===== config.mk =====
export PLATFORM = sky130hd
export DESIGN_NAME = dmem_arbiter
export DESIGN_NICKNAME = d
export VERILOG_FILES = /design/src/rtl/dmem_arb_pkg.sv /design/src/rtl/dmem_clear_seq.sv /design/src/rtl/dmem_arbiter.sv
export SDC_FILE = /design/constraint.sdc
export NUM_CORES = 1
export LEC_CHECK = 0
export BUFFER_PORTS_ARGS = -buffer_cell sky130_fd_sc_hd__buf_2
export CAP_MARGIN = 20
export CELL_PAD_IN_SITES_DETAIL_PLACEMENT = 1
export CELL_PAD_IN_SITES_GLOBAL_PLACEMENT = 2
export CORE_ASPECT_RATIO = 1.4
export CORE_UTILIZATION = 21
export CTS_BUF_LIST = sky130_fd_sc_hd__clkbuf_16
export DETAILED_ROUTE_END_ITERATION = 16
export HOLD_SLACK_MARGIN = 0.08
export PLACE_DENSITY_LB_ADDON = 0.1
export SETUP_SLACK_MARGIN = 0.4
export SLEW_MARGIN = 40
export SYNTH_ARGS = -nofsm -noshare
export SYNTH_HDL_FRONTEND = slang
export SYNTH_SLANG_ARGS = --single-unit

===== constraint.sdc =====
create_clock -name clk -period 2.25 [get_ports clk]
set_clock_uncertainty 0.15 [all_clocks]
set_input_delay 0.1125 -clock clk [delete_from_list [all_inputs] [get_ports clk]]
set_output_delay 0.1125 -clock clk [all_outputs]
set_load 0.03 [all_outputs]

===== src/rtl/dmem_arb_pkg.sv =====
// Shared types, requester ids and default sizes for the data-memory arbiter.
package dmem_arb_pkg;

  localparam int DEF_ADDR_W       = 10;
  localparam int DEF_DATA_W       = 32;
  localparam int DEF_CLEAR_DEPTH  = 1024;
  localparam int DEF_STARVE_LIMIT = 4;

  typedef enum logic {
    ST_CLEAR = 1'b0,
    ST_ARB   = 1'b1
  } state_t;

  localparam logic REQ_CPU = 1'b0;
  localparam logic REQ_DBG = 1'b1;

  // Width needed to hold the values 0..max_val.
  function automatic int cnt_width(input int max_val);
    return (max_val < 1) ? 1 : $clog2(max_val + 1);
  endfunction

endpackage


===== src/rtl/dmem_clear_seq.sv =====
// Post-reset zero-fill sequencer: walks addresses 0..CLEAR_DEPTH-1 writing zero,
// holding busy high until the last word has been written.
module dmem_clear_seq
  import dmem_arb_pkg::*;
#(
  parameter int ADDR_W      = DEF_ADDR_W,
  parameter int DATA_W      = DEF_DATA_W,
  parameter int CLEAR_DEPTH = DEF_CLEAR_DEPTH
) (
  input  logic              clk,
  input  logic              reset,
  output logic              busy,
  output logic [ADDR_W-1:0] clr_a,
  output logic              clr_we,
  output logic [DATA_W-1:0] clr_wd
);

  logic [ADDR_W-1:0] clr_cnt;
  logic              clr_last;

  assign clr_last = (clr_cnt == ADDR_W'(CLEAR_DEPTH - 1));

  // NOTE: sequential state uses non-blocking assignments so every flop samples
  // pre-edge values regardless of statement order.
  always_ff @(posedge clk or negedge reset) begin
    if (!reset) begin
      clr_cnt <= '0;
      busy    <= 1'b1;
    end else if (busy) begin
      clr_cnt <= clr_last ? '0 : clr_cnt + 1'b1;
      if (clr_last) busy <= 1'b0;
    end
  end

  // The write strobe is masked by reset so the RAM is never written while held.
  assign clr_a  = clr_cnt;
  assign clr_we = busy && reset;
  assign clr_wd = '0;

endmodule


===== src/rtl/dmem_arbiter.sv =====
// Single-port data-memory arbiter between the MEM-stage CPU port and a debug port.
// Define DMEM_ARB_CLEAR_EN to include the post-reset zero-fill sequencer.
module dmem_arbiter
  import dmem_arb_pkg::*;
#(
  parameter int ADDR_W       = DEF_ADDR_W,
  parameter int DATA_W       = DEF_DATA_W,
  parameter int CLEAR_DEPTH  = DEF_CLEAR_DEPTH,
  parameter int STARVE_LIMIT = DEF_STARVE_LIMIT
) (
  input  logic              clk,
  input  logic              reset,
  input  logic              cpu_req,
  input  logic              cpu_we,
  input  logic [31:0]       cpu_addr,
  input  logic [DATA_W-1:0] cpu_wdata,
  output logic              cpu_gnt,
  output logic              cpu_rvalid,
  output logic [DATA_W-1:0] cpu_rdata,
  input  logic              dbg_req,
  input  logic              dbg_we,
  input  logic [31:0]       dbg_addr,
  input  logic [DATA_W-1:0] dbg_wdata,
  output logic              dbg_gnt,
  output logic              dbg_rvalid,
  output logic [DATA_W-1:0] dbg_rdata,
  output logic [31:0]       ram_a,
  output logic [DATA_W-1:0] ram_wd,
  output logic              ram_we,
  input  logic [DATA_W-1:0] ram_rd,
  output logic              busy
);

  localparam int SW = cnt_width(STARVE_LIMIT);

  state_t            state;
  logic [ADDR_W-1:0] clr_a;
  logic              clr_we;
  logic [DATA_W-1:0] clr_wd;
  logic [SW-1:0]     starve_cnt;
  logic              arb_en;
  logic              contest;
  logic              dbg_win;
  logic              owner;
  logic              unused_addr_hi;

`ifdef DMEM_ARB_CLEAR_EN
  dmem_clear_seq #(
    .ADDR_W      (ADDR_W),
    .DATA_W      (DATA_W),
    .CLEAR_DEPTH (CLEAR_DEPTH)
  ) u_clear_seq (
    .clk    (clk),
    .reset  (reset),
    .busy   (busy),
    .clr_a  (clr_a),
    .clr_we (clr_we),
    .clr_wd (clr_wd)
  );
  assign state = busy ? ST_CLEAR : ST_ARB;
`else
  localparam int unused_clear_depth = CLEAR_DEPTH;
  assign busy   = 1'b0;
  assign clr_a  = '0;
  assign clr_we = 1'b0;
  assign clr_wd = '0;
  assign state  = ST_ARB;
`endif

  // Only the low ADDR_W address bits reach the RAM.
  assign unused_addr_hi = ^{cpu_addr[31:ADDR_W], dbg_addr[31:ADDR_W]};

  assign arb_en  = (state == ST_ARB) && reset;
  assign contest = cpu_req && dbg_req;
  assign dbg_win = dbg_req && (!cpu_req || (starve_cnt == SW'(STARVE_LIMIT)));
  assign cpu_gnt = arb_en && cpu_req && !dbg_win;
  assign dbg_gnt = arb_en && dbg_win;
  assign owner   = dbg_win ? REQ_DBG : REQ_CPU;

  // NOTE: every always_comb output gets a default first so no path infers a latch.
  always_comb begin
    ram_a  = '0;
    ram_wd = '0;
    ram_we = 1'b0;
    if (state == ST_CLEAR) begin
      ram_a  = 32'(clr_a);
      ram_wd = clr_wd;
      ram_we = clr_we;
    end else if (cpu_gnt || dbg_gnt) begin
      if (owner == REQ_DBG) begin
        ram_a  = 32'(dbg_addr[ADDR_W-1:0]);
        ram_wd = dbg_wdata;
        ram_we = dbg_we;
      end else begin
        ram_a  = 32'(cpu_addr[ADDR_W-1:0]);
        ram_wd = cpu_wdata;
        ram_we = cpu_we;
      end
    end
  end

  always_ff @(posedge clk or negedge reset) begin
    if (!reset) begin
      starve_cnt <= '0;
      cpu_rvalid <= 1'b0;
      dbg_rvalid <= 1'b0;
      cpu_rdata  <= '0;
      dbg_rdata  <= '0;
    end else begin
      cpu_rvalid <= cpu_gnt && !cpu_we;
      dbg_rvalid <= dbg_gnt && !dbg_we;
      if (cpu_gnt && !cpu_we) cpu_rdata <= ram_rd;
      if (dbg_gnt && !dbg_we) dbg_rdata <= ram_rd;
      // Count consecutive contested CPU wins; any DBG grant resets the guard.
      if (dbg_gnt) begin
        starve_cnt <= '0;
      end else if (cpu_gnt && contest && (starve_cnt != SW'(STARVE_LIMIT))) begin
        starve_cnt <= starve_cnt + 1'b1;
      end
    end
  end

endmodule


==> results.py, run 1 <==
metrics = {
    "clock_tree": {
        "htreeDepth": 3,
        "cts.sinks": 69,
        "cts-root-buf": "clkbuf_16",
        "clock_latency_ns": 0.32,
        "cts.path.max_buffers": 2,
        "cts_tree": "done",
        "numCtsBuffers": 9,
        "clk_pin_slew_ns": 0.06,
        "holdBufCountCts": 36,
    },
    "timing": {
        "hold_slack_ns": -0.241,
        "tightest_slew_ns": 0.684,
        "drv_slew": 0,
        "fin_setup_tns_ns": 0,
        "hold_violations": 55,
        "slew_headroom": 0.543,
        "period_share": 0.941,
        "fin_crit_ns": 2.12,
        "rsz0062_at_grt": "true",
        "clock.fmax_mhz": 472,
        "setup_viol": 0,
    },
    "logic_synthesis": {
        "netlist_area_um2": 3810,
        "ys_seq_area_frac": 0.453,
        "synth_area_per_cell_um2": 9.98,
        "yosys_warnings": 0,
        "synth_cell_types": 24,
        "synth_top_area_frac": 0.453,
        "synth_most_common_cell": "nand2_1",
        "netlist_instances": 382,
        "synthArstFlopShare": 1.00,
        "synth-edff-count": 0,
        "ys_seq_elements": 69,
        "ys.flop_type": "dfrtp_1",
        "synthTopCellsByCount": "nand2_1, dfrtp_1, mux2_2",
        "synthTopCellsByArea": "dfrtp_1, mux2_2, nand2_1",
        "synth.largest_area_cell": "dfrtp_1",
    },
    "status": {
        "status": "complete, but fails checks",
        "violations": "negative hold slack",
    },
    "floorplan": {
        "rows": 57,
        "die_area_um2": 18700,
        "die_x_um": 116,
        "die_h_um": 161,
        "start_util": 0.217,
        "io_pins": 300,
        "coreArea_um2": 17500,
    },
    "grt": {
        "overflow": 0,
        "grt_pass1_vias": 4249,
        "grtUsageTotal": 0.162,
        "grt_pass1_wl_mm": 23.0,
        "grt_antenna_before_repair": 3,
        "grt_max_degree": 61,
    },
    "pwr": {
        "netSwitchingPower_uw": 1770,
        "intPower_uw": 3150,
        "switching_share": 0.360,
        "seqPwrFrac": 0.330,
        "pwr-share-clk": 0.279,
        "power_density_nw_per_um2": 711,
        "comb_power_share": 0.391,
        "leakagePower_uw": 0.00340,
        "ir_drop_mv": 0.548,
    },
    "worst_setup_path": {
        "startpoint_type": "register",
        "worst_path_max_delay_cell": "dfrtp_1",
        "required_ns": 1.99,
        "crit_family": "buffers and inverters",
        "crit_buf_inv": 4,
        "crit_path_max_incr_delay_ns": 0.38,
        "path_class": "reg -> out",
        "cp_common_cell": "buf_6",
        "arrival_ns": 1.86,
        "crit_fanout": 9,
        "crit_path_cell_trace": "inv_2 -> ha_4 -> and3_4 -> buf_6 -> buf_12 -> o22ai_2 -> and2_1 -> buf_6",
        "cp-end-kind": "primary output",
    },
    "cells_and_area": {
        "drive_gt1_frac": 0.577,
        "final_core_util": 0.394,
        "final_nets": 836,
        "syn2layout_area_growth_pct": 81.3,
    },
    "drt": {
        "vias": 3899,
        "antenna_left": 0,
        "drt_iter0_drc": 76,
        "drt-pass1-iter-count": 3,
        "drc": 0,
        "drt_wl_total_mm": 15.7,
        "avgRoutedWirePerCell_um": 17.2,
        "vias_per_cell": 4.28,
    },
    "min_path": {
        "hp-class": "in -> async",
    },
    "placement": {
        "gp_congestion": 0.688,
        "hpwl_mm": 9.95,
        "io_buffers": 232,
    },
    "flow_run": {
        "maxCapViolations": 0,
    },
}
-- through the flow --
step / cell area (µm²) / worst slack [ns] / power, µW / instances / hold WS, ns
after CTS: 6690 / 0.132 / 4950 / 903 / -0.117
final: 6910 / 0.132 / 4920 / 912 / -0.241
after detailed placement: 5200 / 0.201 / 3260 / 829 / 0.130
after global routing: 6910 / 0.0658 / 5170 / 911 / -0.200
after global placement: 5200 / 0.219 / 3230 / 829 / 0.120
after floorplan: 3950 / 0.304 / 2710 / 404 / -0.333
-- cell type report --
| cell class | instances | area, µm² |
|---|---|---|
| inverters | 2 | 7.51 |
| diodes | 3 | 7.51 |
| well taps | 236 | 295 |
| clock inverters | 7 | 67.6 |
| clock buffers | 9 | 225 |
| flip-flops and latches | 69 | 1730 |
| fillers | 2034 | 10600 |
| multi-input cells | 279 | 2160 |
| repair buffers | 307 | 2420 |
-- cell usage in the layout, fill, tap and decap left out, drive strengths merged --
cell / instances
nor3b: 1
a21boi: 1
nand4: 1
nand3: 1
and2: 43
o22ai: 43
conb: 23
clkinvlp: 1
buf: 269
clkbuf: 11
o21ai: 4
diode: 3
dlygate4sd3: 36
ha: 2
inv: 3
nor3: 2
bufinv: 1
and3: 1
dfrtp: 69
nand2: 91
clkinv: 4
mux2: 64
nor2: 2
-- power groups by stage --
stage | registers (µW) | clock network (µW) | logic, µW
finish | 1620 | 1370 | 1920
global placement | 1620 | 0 | 1610
CTS | 1620 | 1430 | 1890
floorplan | 2110 | 0 | 606
detailed placement | 1630 | 0 | 1630
global route | 1660 | 1470 | 2040
-- metal layers --
layer	vias to the layer above	share of wire	global-route usage
li1	1834	-	-
met2	160	0.55	0.309
met3	13	0.070	0.0390
met4	0	0.015	0.0472
met5	-	0	0
met1	1892	0.37	0.172
-- cells by family (layout without fill, tap and decap cells) --
kind of cell / count (synthesis) / in the layout / share of synthesized area
AOI/OAI and AO/OA: 48 / 48 / 0.0778
adders and majority gates: 2 / 2 / 0.00656
other: 1 / 26 / 0.000983
buffers and inverters: 56 / 325 / 0.0955
DFF: 69 / 69 / 0.453
muxes: 64 / 64 / 0.189
and+or+nand+nor: 142 / 142 / 0.177
-- worst register-to-register path, cell delays in order (launching register included) --
cell and delay [ns]:
dfrtp_1 0.38, inv_2 0.06, ha_4 0.17, and3_4 0.20, buf_6 0.15, nor3_4 0.19, buf_12 0.18, clkbuf_16 0.20
mux2_4 0.31
-- timing repair --
item | in CTS | in global routing
hold endpoints to repair | 135 | 55
gates cloned | 9 | 2
gates resized for setup | 132 | 26
pin swaps | 12 | 6
endpoints found under the setup margin | 109 | 110
setup buffers | 13 | 4
-- registers in the layout, summed over array words and instances (netlist names) --
register,count
dbg_rdata,32
cpu_rvalid,1
cpu_rdata,32
starve_cnt,3
dbg_rvalid,1
-- final timing paths --
| check | end | start | slack [ns] | cells after the start |
|---|---|---|---|---|
| worst max-delay path | ram_wd[18] | starve_cnt[0] | 0.13 | 8 |
| worst min register to register | cpu_rdata[29] | cpu_rdata[29] | 0.35 | 1 |
| worst min-delay path | dbg_rdata[5] | reset | -0.24 | 2 |
| min in group clk | starve_cnt[2] | dbg_req | 0.21 | 4 |
| max in group asynchronous | starve_cnt[1] | reset | 0.82 | 3 |
| worst max register to register | cpu_rdata[13] | starve_cnt[0] | 0.15 | 8 |
Power figures use the tool's default switching activity.
==> run 2, diff against run 1 <==
--- a/config.mk
+++ b/config.mk
@@ -11,10 +11,10 @@
 export CELL_PAD_IN_SITES_GLOBAL_PLACEMENT = 2
 export CORE_ASPECT_RATIO = 1.4
 export CORE_UTILIZATION = 21
-export CTS_BUF_LIST = sky130_fd_sc_hd__clkbuf_16
+export CTS_BUF_LIST = sky130_fd_sc_hd__clkbuf_8
 export DETAILED_ROUTE_END_ITERATION = 16
 export HOLD_SLACK_MARGIN = 0.08
-export PLACE_DENSITY_LB_ADDON = 0.1
+export PLACE_DENSITY_LB_ADDON = 0.3
 export SETUP_SLACK_MARGIN = 0.4
 export SLEW_MARGIN = 40
 export SYNTH_ARGS = -nofsm -noshare
==> run 2 against run 1 <==
Net effect: the flow now finishes without violations; first-iteration DRC count rose by 54%; largest cell class unchanged; highest routed layer unchanged; clock-buffer cell count did not move; fmax fell by 3.0%; power rose by 1.5%; sequential cell count did not move.
==> results.py, run 2 (synthesis results as in run 1) <==
metrics = {
    "drt": {
        "vias": 4027,
        "antenna_left": 0,
        "vias_per_cell": 4.36,
        "drt_wl_total_mm": 17.5,
        "drt_iter0_drc": 117,
        "drc": 0,
        "drt-pass1-iter-count": 4,
        "avgRoutedWirePerCell_um": 19.0,
    },
    "worst_setup_path": {
        "crit_fanout": 6,
        "worst_path_max_delay_cell": "dfrtp_1",
        "crit_path_max_incr_delay_ns": 0.37,
        "startpoint_type": "register",
        "required_ns": 1.99,
        "arrival_ns": 1.92,
        "crit_path_cell_trace": "inv_2 -> ha_4 -> a21boi_4 -> buf_6 -> buf_12 -> buf_16 -> o22ai_2 -> and2_1 -> buf_6",
        "cp-end-kind": "primary output",
        "cp_common_cell": "buf_6",
        "startpoint": "starve_cnt[0]",
        "worstReg2RegStart": "starve_cnt[0]",
        "rrSetupSlack_ns": 0.14,
        "path_class": "reg -> out",
    },
    "min_path": {
        "hp-start": "reset",
        "hp-class": "in -> reg",
    },
    "cells_and_area": {
        "n_fill_cell": 2021,
        "final_cell_mix": "buf_2, nand2_1, dfrtp_1, and2_1, buf_6",
        "final_nets": 850,
        "drive_gt1_frac": 0.590,
        "syn2layout_area_growth_pct": 87.5,
        "reg_top3": "cpu_rdata x32, dbg_rdata x32, starve_cnt x3",
        "layout_commonest_cell": "buf_2",
        "final_core_util": 0.408,
    },
    "flow_run": {
        "maxCapViolations": 0,
    },
    "status": {
        "status": "completed",
    },
    "floorplan": {
        "rows": 57,
        "io_pins": 300,
        "die_x_um": 116,
        "start_util": 0.217,
        "die_h_um": 161,
        "coreArea_um2": 17500,
        "die_area_um2": 18700,
    },
    "timing": {
        "hold_violations": 0,
        "period_share": 0.971,
        "setup_viol": 0,
        "rsz0062_at_grt": "true",
        "clock.fmax_mhz": 458,
        "drv_slew": 0,
        "hold_slack_ns": 0.117,
        "fin_crit_ns": 2.18,
    },
    "grt": {
        "grt_pass1_vias": 4279,
        "grt_pass1_wl_mm": 23.2,
        "grt_max_degree": 76,
        "overflow": 0,
        "grt_antenna_before_repair": 1,
        "grtUsageTotal": 0.164,
    },
    "pwr": {
        "power_density_nw_per_um2": 698,
        "leakagePower_uw": 0.00351,
        "power_uw": 4990,
        "ir_drop_mv": 0.570,
    },
    "clock_tree": {
        "cts_tree": "done",
        "cts-root-buf": "clkbuf_8",
        "cts.sinks": 69,
        "clock_latency_ns": 0.35,
        "cts.path.max_buffers": 2,
        "clk_pin_slew_ns": 0.08,
        "htreeDepth": 3,
        "numCtsBuffers": 9,
    },
    "placement": {
        "gp_congestion": 0.650,
        "io_buffers": 232,
        "hpwl_mm": 9.50,
    },
}
## run 2: cell types whose count changed in the layout (fill, tap and decap cells not counted), moves of 3 or more
cell | previous run | this run
mux2_2 | 23 | 32
clkbuf_8 | 0 | 9
o22ai_1 | 24 | 14
bufinv_16 | 1 | 4
and2_1 | 32 | 43
mux2_4 | 41 | 32
buf_12 | 8 | 14
and2_4 | 11 | 0
o22ai_2 | 17 | 29
buf_4 | 9 | 12
clkbuf_16 | 11 | 7
## run 2: power breakdown
part / switching (µW) / internal (µW)
Sequential: 133 / 1480
Combinational: 1150 / 845
Clock: 527 / 855
## run 2: worst paths after layout
check / to / cells past startpoint
worst max-delay path: ram_we / 9
worst min register to register: dbg_rdata[19] / 1
min in group asynchronous: dbg_rdata[3] / 4
max in group asynchronous: cpu_rdata[7] / 4
worst max register to register: cpu_rdata[0] / 9
worst min-delay path: starve_cnt[2] / 4
## run 2: critical path: cells and delay by family, from the launching register on
kind | cells | cell delay, ns
buffers and inverters | 5 | 0.56
adders and majority gates | 1 | 0.17
AOI/OAI and AO/OA | 2 | 0.29
and+or+nand+nor | 1 | 0.18
DFF | 1 | 0.37
## run 2: layout make-up
type                            count  area [µm²]  share of cell area
Antenna cell                        1        2.50            0.000350
Clock buffer                        9         124              0.0173
Clock inverter                      7         145              0.0203
Inverter                            2        7.51             0.00105
Multi-Input combinational cell    279        2170               0.303
Sequential cell                    69        1730               0.241
Tap cell                          236         295              0.0413
Timing Repair Buffer              321        2680               0.375
## run 2: per-layer routing
layer,track usage,share of wire,vias up
met5,0,0,-
met1,0.172,0.36,1990
met3,0.0469,0.072,12
met4,0.0420,0.013,0
li1,-,-,1846
met2,0.312,0.55,179
## run 2: what timing repair did
action / in CTS / in global routing
pin swaps: 8 / 5
gates resized for setup: 88 / 72
gates cloned: 9 / 8
endpoints found under the hold margin: 102 / 35
buffers inserted: 19 / 6
hold buffers: 36 / 3
setup endpoints to repair: 109 / 110
## run 2: through the flow
| step | TNS (ns) | worst slack (ns) | cell area, µm² | std cells |
|---|---|---|---|---|
| after floorplan | 0 | 0.304 | 3950 | 404 |
| after global placement | 0 | 0.294 | 5180 | 826 |
| after detailed placement | 0 | 0.248 | 5180 | 826 |
| after CTS | 0 | 0.0637 | 6540 | 906 |
| after global routing | -0.0539 | -0.0170 | 7150 | 924 |
| final | 0 | 0.0661 | 7150 | 924 |
